[src/rtl/pc_fetch_pkg.sv]
// Shared encodings for the PC/fetch sequencer: FSM states and next-PC selects.
package pc_fetch_pkg;

  typedef enum logic [1:0] {
    ST_IDLE   = 2'd0,
    ST_FETCH  = 2'd1,
    ST_EXEC   = 2'd2,
    ST_HALTED = 2'd3
  } state_e;

  typedef enum logic [2:0] {
    SEL_SEQ  = 3'd0,
    SEL_BR   = 3'd1,
    SEL_BRC  = 3'd2,
    SEL_BRZ  = 3'd3,
    SEL_JMP  = 3'd4,
    SEL_CALL = 3'd5,
    SEL_RET  = 3'd6,
    SEL_HALT = 3'd7
  } sel_e;

endpackage

[src/rtl/pc_fetch_stack.sv]
// Hardware return stack: LIFO of STACK_DEPTH return addresses with full/empty flags.
module pc_stack
  import pc_fetch_pkg::*;
#(
  parameter int ADDR_WIDTH  = 9,
  parameter int STACK_DEPTH = 4
) (
  input  logic                  clk_i,
  input  logic                  reset_i,
  input  logic                  push_i,
  input  logic                  pop_i,
  input  logic [ADDR_WIDTH-1:0] din_i,
  output logic [ADDR_WIDTH-1:0] dout_o,
  output logic                  full_o,
  output logic                  empty_o
);

  localparam int PW = $clog2(STACK_DEPTH);
  localparam logic [PW:0] FULL_CNT = (PW+1)'(STACK_DEPTH);

  logic [ADDR_WIDTH-1:0] mem_q [STACK_DEPTH];
  logic [PW:0]           sp_q;
  logic [PW:0]           sp_d;
  logic [PW-1:0]         top_idx_s;

  // sp counts valid entries; the top entry sits one below it
  assign top_idx_s = sp_q[PW-1:0] - PW'(1);
  assign dout_o    = mem_q[top_idx_s];
  assign full_o    = (sp_q == FULL_CNT);
  assign empty_o   = (sp_q == {(PW+1){1'b0}});

  always_comb begin
    sp_d = sp_q;
    if (push_i && !full_o) begin
      sp_d = sp_q + (PW+1)'(1);
    end else if (pop_i && !empty_o) begin
      sp_d = sp_q - (PW+1)'(1);
    end else begin
      sp_d = sp_q;
    end
  end

  always_ff @(posedge clk_i) begin
    if (reset_i) begin
      sp_q <= {(PW+1){1'b0}};
    end else begin
      sp_q <= sp_d;
    end
  end

  always_ff @(posedge clk_i) begin
    if (push_i && !full_o) begin
      mem_q[sp_q[PW-1:0]] <= din_i;
    end
  end

endmodule

[src/rtl/pc_fetch.sv]
// Program counter and fetch sequencer: request/ack instruction fetch, next-PC
// selection and a small hardware return stack.
module pc_fetch
  import pc_fetch_pkg::*;
#(
  parameter int                    ADDR_WIDTH  = 9,
  parameter int                    DATA_WIDTH  = 16,
  parameter int                    STACK_DEPTH = 4,
  parameter logic [ADDR_WIDTH-1:0] RESET_ADDR  = {ADDR_WIDTH{1'b0}}
) (
  input  logic                  clk,
  input  logic                  reset,
  input  logic                  start,
  output logic [ADDR_WIDTH-1:0] pc,
  output logic                  mem_rd,
  output logic [ADDR_WIDTH-1:0] mem_addr,
  input  logic                  mem_ack,
  input  logic [DATA_WIDTH-1:0] mem_data,
  output logic [DATA_WIDTH-1:0] instr,
  output logic                  instr_valid,
  input  logic                  exec_done,
  input  logic [2:0]            next_sel,
  input  logic [ADDR_WIDTH-1:0] result0,
  input  logic [ADDR_WIDTH-1:0] resultc,
  input  logic [ADDR_WIDTH-1:0] resultz,
  input  logic [ADDR_WIDTH-1:0] jump_addr,
  output logic                  halted,
  output logic                  stack_err
);

  state_e                state_q, state_d;
  logic [ADDR_WIDTH-1:0] pc_q, pc_d;
  logic [DATA_WIDTH-1:0] instr_q, instr_d;
  logic                  instr_valid_q, instr_valid_d;
  logic                  stack_err_q, stack_err_d;
  logic                  mem_rd_q, halted_q;
  logic                  push_s, pop_s;
  logic [ADDR_WIDTH-1:0] pc_inc_s, stack_top_s;
  logic                  stack_full_s, stack_empty_s;

  assign pc_inc_s = pc_q + ADDR_WIDTH'(1);

  pc_stack #(
    .ADDR_WIDTH  (ADDR_WIDTH),
    .STACK_DEPTH (STACK_DEPTH)
  ) u_stack (
    .clk_i   (clk),
    .reset_i (reset),
    .push_i  (push_s),
    .pop_i   (pop_s),
    .din_i   (pc_inc_s),
    .dout_o  (stack_top_s),
    .full_o  (stack_full_s),
    .empty_o (stack_empty_s)
  );

  always_comb begin
    state_d       = state_q;
    pc_d          = pc_q;
    instr_d       = instr_q;
    instr_valid_d = instr_valid_q;
    stack_err_d   = stack_err_q;
    push_s        = 1'b0;
    pop_s         = 1'b0;
    case (state_q)
      ST_IDLE: begin
        if (start) state_d = ST_FETCH;
        else       state_d = ST_IDLE;
      end
      ST_FETCH: begin
        if (mem_ack) begin
          instr_d       = mem_data;
          instr_valid_d = 1'b1;
          state_d       = ST_EXEC;
        end else begin
          state_d = ST_FETCH;
        end
      end
      ST_EXEC: begin
        if (exec_done) begin
          instr_valid_d = 1'b0;
          state_d       = ST_FETCH;
          case (sel_e'(next_sel))
            SEL_SEQ:  pc_d = pc_inc_s;
            SEL_BR:   pc_d = result0;
            SEL_BRC:  pc_d = resultc;
            SEL_BRZ:  pc_d = resultz;
            SEL_JMP:  pc_d = jump_addr;
            SEL_CALL: begin
              // A call that cannot be pushed stops the core with pc intact
              if (stack_full_s) begin
                stack_err_d = 1'b1;
                state_d     = ST_HALTED;
              end else begin
                push_s = 1'b1;
                pc_d   = jump_addr;
              end
            end
            SEL_RET: begin
              if (stack_empty_s) begin
                stack_err_d = 1'b1;
                state_d     = ST_HALTED;
              end else begin
                pop_s = 1'b1;
                pc_d  = stack_top_s;
              end
            end
            SEL_HALT: state_d = ST_HALTED;
            default:  state_d = ST_HALTED;
          endcase
        end else begin
          state_d = ST_EXEC;
        end
      end
      ST_HALTED: begin
        state_d       = ST_HALTED;
        instr_valid_d = 1'b0;
      end
      default: begin
        state_d       = ST_HALTED;
        instr_valid_d = 1'b0;
      end
    endcase
  end

  // Output flags are registered from the next state so they line up with state_q
  always_ff @(posedge clk) begin
    if (reset) begin
      state_q       <= ST_IDLE;
      pc_q          <= RESET_ADDR;
      instr_q       <= {DATA_WIDTH{1'b0}};
      instr_valid_q <= 1'b0;
      stack_err_q   <= 1'b0;
      mem_rd_q      <= 1'b0;
      halted_q      <= 1'b0;
    end else begin
      state_q       <= state_d;
      pc_q          <= pc_d;
      instr_q       <= instr_d;
      instr_valid_q <= instr_valid_d;
      stack_err_q   <= stack_err_d;
      mem_rd_q      <= (state_d == ST_FETCH);
      halted_q      <= (state_d == ST_HALTED);
    end
  end

  assign pc          = pc_q;
  assign mem_addr    = pc_q;
  assign mem_rd      = mem_rd_q;
  assign instr       = instr_q;
  assign instr_valid = instr_valid_q;
  assign halted      = halted_q;
  assign stack_err   = stack_err_q;

endmodule

[config.mk]
export PLATFORM = sky130hd
export DESIGN_NAME = pc_fetch
export DESIGN_NICKNAME = d
export VERILOG_FILES = /design/src/rtl/pc_fetch_pkg.sv /design/src/rtl/pc_fetch_stack.sv /design/src/rtl/pc_fetch.sv
export SDC_FILE = /design/constraint.sdc
export NUM_CORES = 1
export LEC_CHECK = 0
export ABC_AREA = 1
export BUFFER_PORTS_ARGS = -buffer_cell sky130_fd_sc_hd__buf_2
export CORE_MARGIN = 10
export CORE_UTILIZATION = 47
export DETAILED_ROUTE_END_ITERATION = 8
export HOLD_SLACK_MARGIN = 0.1
export PLACE_DENSITY = 0.86
export REMOVE_ABC_BUFFERS = 1
export SETUP_SLACK_MARGIN = 0.2
export SYNTH_ARGS = -nofsm -noshare
export SYNTH_HDL_FRONTEND = slang
export SYNTH_SLANG_ARGS = --single-unit
[constraint.sdc]
create_clock -name clk -period 2.49 [get_ports clk]
set_clock_uncertainty 0.2 [all_clocks]
set_input_delay 0.3735 -clock clk [delete_from_list [all_inputs] [get_ports clk]]
set_output_delay 0.3735 -clock clk [all_outputs]
set_load 0.01 [all_outputs]
# After elaboration in Yosys (flattened, before gate mapping)
# Memories as Yosys holds them, arrays and structs flattened.
# Cells that the tools add are included.
# totals
wordCells	75
ram_bits	36
ff_bits	34
mem_count	1
input_bits	60
output_inout_bits	38
# memory_table
name	depth	width	read_ports	rd_ports_with_merged_regs	wr	line	source
u_stack.mem_q	4	9	1	0	1	pc_fetch_stack.sv:21	logic [ADDR_WIDTH-1:0] mem_q [STACK_DEPTH];
# op_classes
addsub	4
eq_ne	19
n_reduce_logical	15
muxes	28
# op_table
op	n
one-hot mux 9 bit (7 select lines)	1
2-to-1 mux 9 bit	2
equality test 3 bit, second input constant	5
2-to-1 mux 1 bit	15
AND reduction 5 bit	2
adder 9 x 1 -> 9 bit, second input constant	1
2-to-1 mux 2 bit	4
!= test 2 bit, second input constant	4
one-hot mux 2 bit (4 select lines)	1
nonzero test 7 bit	1
equality test 2 bit, second input constant	3
equality test 3 x 2 -> 1 bit, second input constant	2
zero test 3 bit	2
2-to-1 mux 3 bit	2
one-hot mux 2 bit (3 select lines)	1
equality test 2 x 1 -> 1 bit, second input constant	2
!= test 2 x 1 -> 1 bit, second input constant	2
nonzero test 2 bit	2
adder 3 x 1 -> 3 bit, second input constant	1
equality test 3 x 1 -> 1 bit, second input constant	1
one-hot mux 1 bit (3 select lines)	1
AND reduction 3 bit	1
nonzero test 3 bit	1
subtractor 3 x 1 -> 3 bit, second input constant	1
6 further kinds	8

# Depth between registers and ports, before layout
# logic_depth
word_depth	8
ltp_mapped	12
ltp_nobuf	12

# By module
# A second synthesis with hierarchy kept.
# hier_totals
hier_cells	443
area_unflattened_um2	3565.9
# by_module_without_submodules
module	area_each_um2	cells_per_inst	instances
pc_fetch	1950.6	317	1
pc_stack	1615.3	126	1

# Worst setup path after synthesis
# OpenSTA, ideal clock, no wires.
# synth_timing
path_kind	reg2reg
startpoint	register u_stack.sp_q[0]
endpoint	register u_stack.sp_q[2]
synth_period_minus_slack_ns	2.349
arrival_ns	2.034
setup_slack_ns	0.141
stages_incl_launch_ff	12
required_time_ns	2.175
cell_sequence	dfxtp_1 > inv_1 > clkbuf_1 > ha_1 > nand2_1 > nand3_1 > nor2_1 > inv_1 > fa_1 > nand3b_1 > a21oi_1 > nor2_1
# synth_via
elab_chain_cells	7
elab_cells_between_ends	19
cone_classes	add/sub: 2; eq/ne: 1; mux: 10; reduce/logical: 6
# synth_rtl
element	line	source
start: declaration	pc_fetch_stack.sv:22	logic [PW:0] sp_q;
start signal: assignment	pc_fetch_stack.sv:45	sp_q <= {(PW+1){1'b0}};
start signal: assignment	pc_fetch_stack.sv:47	sp_q <= sp_d;
equality test 3 bit / zero test 3 bit (equally long branches)	pc_fetch_stack.sv:29, pc_fetch_stack.sv:30	
2-to-1 mux 1 bit, on equally long branches	pc_fetch.sv:91, pc_fetch.sv:100	
2-to-1 mux 1 bit	pc_fetch.sv:83	case (sel_e'(next_sel))
2-to-1 mux 1 bit	pc_fetch.sv:80	if (exec_done) begin
2-to-1 mux 1 bit	pc_fetch.sv:65	case (state_q)
logical AND 1 bit, on equally long branches	pc_fetch_stack.sv:34, pc_fetch_stack.sv:36	
2-to-1 mux 3 bit / nonzero test 2 bit (equally long branches)	n/a	
# Several ways; a longest one is shown, not always the timed one. The select of a mux whose other input is x is not followed.
# A chain may end at the register's enable or synchronous reset.

# Worst setup path after layout
# layout_timing
startpoint	register state_q[1]
endpoint	register u_stack.sp_q[2]
# layout_via
elab_chain_cells	4
elab_cells_between_ends	7
cone_classes	eq/ne: 1; mux: 3; reduce/logical: 3
# layout_rtl
element	line	source
start: declaration	pc_fetch.sv:31	state_e state_q, state_d;
start signal: assignment	pc_fetch.sv:137	state_q <= state_d;
equality test 2 bit (*)	pc_fetch.sv:65	
2-to-1 mux 1 bit	pc_fetch.sv:65	
logical AND 1 bit, on equally long branches	pc_fetch_stack.sv:34, pc_fetch_stack.sv:36	
2-to-1 mux 3 bit / nonzero test 2 bit (equally long branches)	n/a	
# Every way passes the cells marked *; elsewhere a longest branch is shown, timed or not.

==> results.yml <==
outcome:
  run_status: "finished clean"
pwr:
  power.density_nw_per_um2: 562
  power_frac_comb_pct: 11.2
  switching_share_pct: 24.2
  power.leakage_nw: 2.15
  power_share_of_the_sequential_group_pct: 49.3
  power.switching_mw: 0.615
  worst_supply_voltage_drop_on_vdd_mv: 0.396
  p_int_mw: 1.92
  power.clock.fraction_pct: 39.5
timing:
  report.final.slew_viol_count: 0
  postLayoutSetupSlackWorst_ns: 0.282
  hold_ws_ns: 0.195
  max_slew.worst_pin.slew_ns: 0.884
  finalSetupTns_ns: 0
  max_clk_rate_ghz: 0.453
  rsz_0062_raised_after_global_routing: "true"
  final_hold_viol_count: 0
  period_share_pct: 88.7
  finalSetupViolCount: 0
  finalWorstPathRequiredPeriod_ns: 2.21
  maxSlewHeadroom_pct: 40.8
detailed_routing:
  via_per_inst: 5.06
  num_vias: 3450
  drt-total-wl_um: 9730
  detail_route.iter0.violations: 186
  detail-route-antenna-nets: 0
  drt-pass1-iter-count: 5
  drc: 0
  wl_per_cell_um: 14.3
global_route:
  routing_usage_on_met3_pct: 6.89
  grt_busiest_layer: "met2"
  grt_util_met1_pct: 18.7
  maximum_number_of_pins_on_one_net_before_global_route_repair: 23
  grt_use_met2_pct: 28.5
  globalRouteTotalUtil_pct: 16.8
  grt-ovfl-total: 0
  grt_pass1_vias: 3405
  wire_length_of_the_first_global_routing_pass_um: 15900
  antenna_violations_before_repair: 0
logic_synthesis:
  post_synth_inst_count: 470
  yosysUniqueCellTypes: 30
  synth_top_cell_by_area: "edfxtp_1"
  netlist.area_leader.share_pct: 30.1
  synth.cell_area_sq_um: 3590
  synth.area.top_cells: "edfxtp_1, dfxtp_1, nand2_1"
  yosys_register_bits: 70
  synthesis.area_per_instance_sq_um: 7.63
  synthesis.yosys.warnings: 0
  yosysSeqAreaShare_pct: 49.1
setup_path:
  classification_of_the_worst_setup_path: "register to register"
  path_cells: "inv_2 -> nor2_1 -> inv_1 -> nor2_4 -> inv_1 -> nor2_4 -> inv_1 -> fa_1 -> nand3b_1 -> nand3_1 -> nand2_1 -> nor2_1"
  critPathMostFrequentCell: "inv_1"
  crit_path_start_kind: "register"
  crit_arrival_ns: 2.28
  critical_path_top_delay_cell: "fa_1"
  timing.critical_path.to_type: "register"
  worst-path-max-fanout: 5
  critical_path.max_stage_delay_ns: 0.39
  critical_path_required_ns: 2.56
worst_hold_path:
  hold_class: "input port to register"
final_layout:
  multi_input_comb_area_sq_um: 1500
  post_route_cells_drive_above_1_share_pct: 23.5
  final_area_sq_um: 4510
  layout.nets: 644
  filler_cell_count: 633
  area.growth.synth_to_final_pct: 25.8
  num_antenna_cells: 0
  post-route-util_pct: 61.6
  layout.area.seq_sq_um: 1760
die:
  initial_core_util_pct: 48.9
  fp.coreArea_sq_um: 7330
  die-area_sq_um: 11500
  ios: 98
  chipHeight_um: 107
  chipWidth_um: 107
  fp-row-count: 31
placed_design:
  dp_slack_ns: 0.126
  gp_routability_congestion: 0.881
  port-buffer-count: 97
  placedInstanceArea_sq_um: 4110
  place.detailed.hpwl_um: 7030
clock_network:
  clock_path_buffers: 2
  tritoncts.num_buffers: 9
  clock_latency_ns: 0.33
  cts.sinks: 70
  cts.clk_slew.worst_paths_ns: 0.08
  cts_tree: "yes"
  cts-root-buf: "clkbuf_8"
  ctsHtreeMaxLevel: 3
flow_run:
  timing.max_cap.violations: 0
## layer usage
layer,up-vias,part of all wire (%)
li1,1708,-
met5,-,0
met4,0,1.4
met1,1555,38
met2,173,48
met3,14,12
## logic make-up (layout without fill, tap and decap cells)
kind of cell / after synthesis / in the layout / share of synthesized area, %
AO/OA/AOI/OAI: 57 / 57 / 8.20
XOR/XNOR: 3 / 3 / 0.733
adder cells (fa/ha/maj): 6 / 6 / 2.30
buffers and inverters: 76 / 189 / 9.56
flip-flops: 70 / 70 / 49.1
AND/OR/NAND/NOR: 258 / 258 / 30.1
## sequential cells by signal, indices dropped and copies added (netlist names)
name and count:
mem_addr 9, halted 1, instr 16, state_q 2
stack_err 1, instr_valid 1, mem_rd 1, u_stack.mem_q 36
u_stack.sp_q 3
## placed cells by master, fill, tap and decap left out, types with 2 or more instances in the layout
cell type      synthesis  routed
a21oi_1               17      16
buf_2                  4      97
buf_4                 12       9
bufinv_16              0       2
clkbuf_8               0       9
clkinv_2               0       2
clkinv_4               0       2
dfxtp_1               34      32
dfxtp_2                0       2
dlygate4sd3_1          0      16
edfxtp_1              36      36
ha_1                   5       4
inv_1                 48      48
inv_2                  3       3
nand2_1              111     111
nand3_1               15      14
nand3b_1              11      11
nand4_1                7       7
nor2_1               108     107
nor2_4                 1       2
o21ai_0               36      36
xor2_1                 2       2
## Yosys cell counts
cell and n:
a21oi_1 17, a31oi_1 1, buf_1 2, buf_2 4, buf_4 12, buf_6 1, clkbuf_1 6, dfxtp_1 34
edfxtp_1 36, fa_1 1, ha_1 5, inv_1 48, inv_2 3, nand2_1 111, nand2_2 1, nand3_1 15
nand3_4 1, nand3b_1 11, nand4_1 7, nor2_1 108, nor2_2 1, nor2_4 1, nor3_1 1, nor3_2 1
o2111ai_1 1, o21ai_0 36, o21ai_1 1, o21ai_2 1, xnor2_1 1, xor2_1 2
## timing repair
action | CTS | global route
buffers inserted | 0 | 1
endpoints found under the hold margin | 16 | 0
gates resized for setup | 2 | 5
endpoints found under the setup margin | 1 | 5
hold buffers | 16 | 0
pin swaps | 0 | 1
## worst max-delay path: cells and delay by family (launching register included)
family / cells / cell delay, ns
adders and majority gates: 1 / 0.39
and+or+nand+nor: 7 / 0.86
buffers and inverters: 4 / 0.35
DFF: 1 / 0.36
## area by class of cell
cell class,instances,share of cell area [%]
clock buffer,9,2.74
clock inverter,7,2.13
inverter,51,4.24
multi-input combinational,324,33.3
sequential,70,39.1
tap,99,2.74
timing repair buffer,122,15.8
## worst paths after layout
check	end	slack (ns)	cells after the start	from
worst max-delay path	u_stack.sp_q[2]	0.28	12	state_q[1]
worst min-delay path	stack_err	0.20	2	reset
worst max register to register	u_stack.sp_q[2]	0.28	12	state_q[1]
worst min register to register	instr_valid	0.29	2	instr_valid
## power by group through the flow
| stage | Combinational, mW | Clock (mW) | Sequential [mW] |
|---|---|---|---|
| after floorplan | 0.124 | 0 | 1.29 |
| after global placement | 0.251 | 0 | 1.27 |
| after detailed placement | 0.259 | 0 | 1.28 |
| after CTS | 0.280 | 1.03 | 1.25 |
| after global routing | 0.320 | 1.07 | 1.25 |
| final | 0.285 | 1.00 | 1.25 |
## per-stage QoR
stage,power (mW),cells
2_1_floorplan,1.41,445
3_3_place_gp,1.53,649
3_5_place_dp,1.53,649
4_1_cts,2.55,681
5_1_grt,2.64,682
6_report,2.54,682
(Power assumes the default switching activity.)
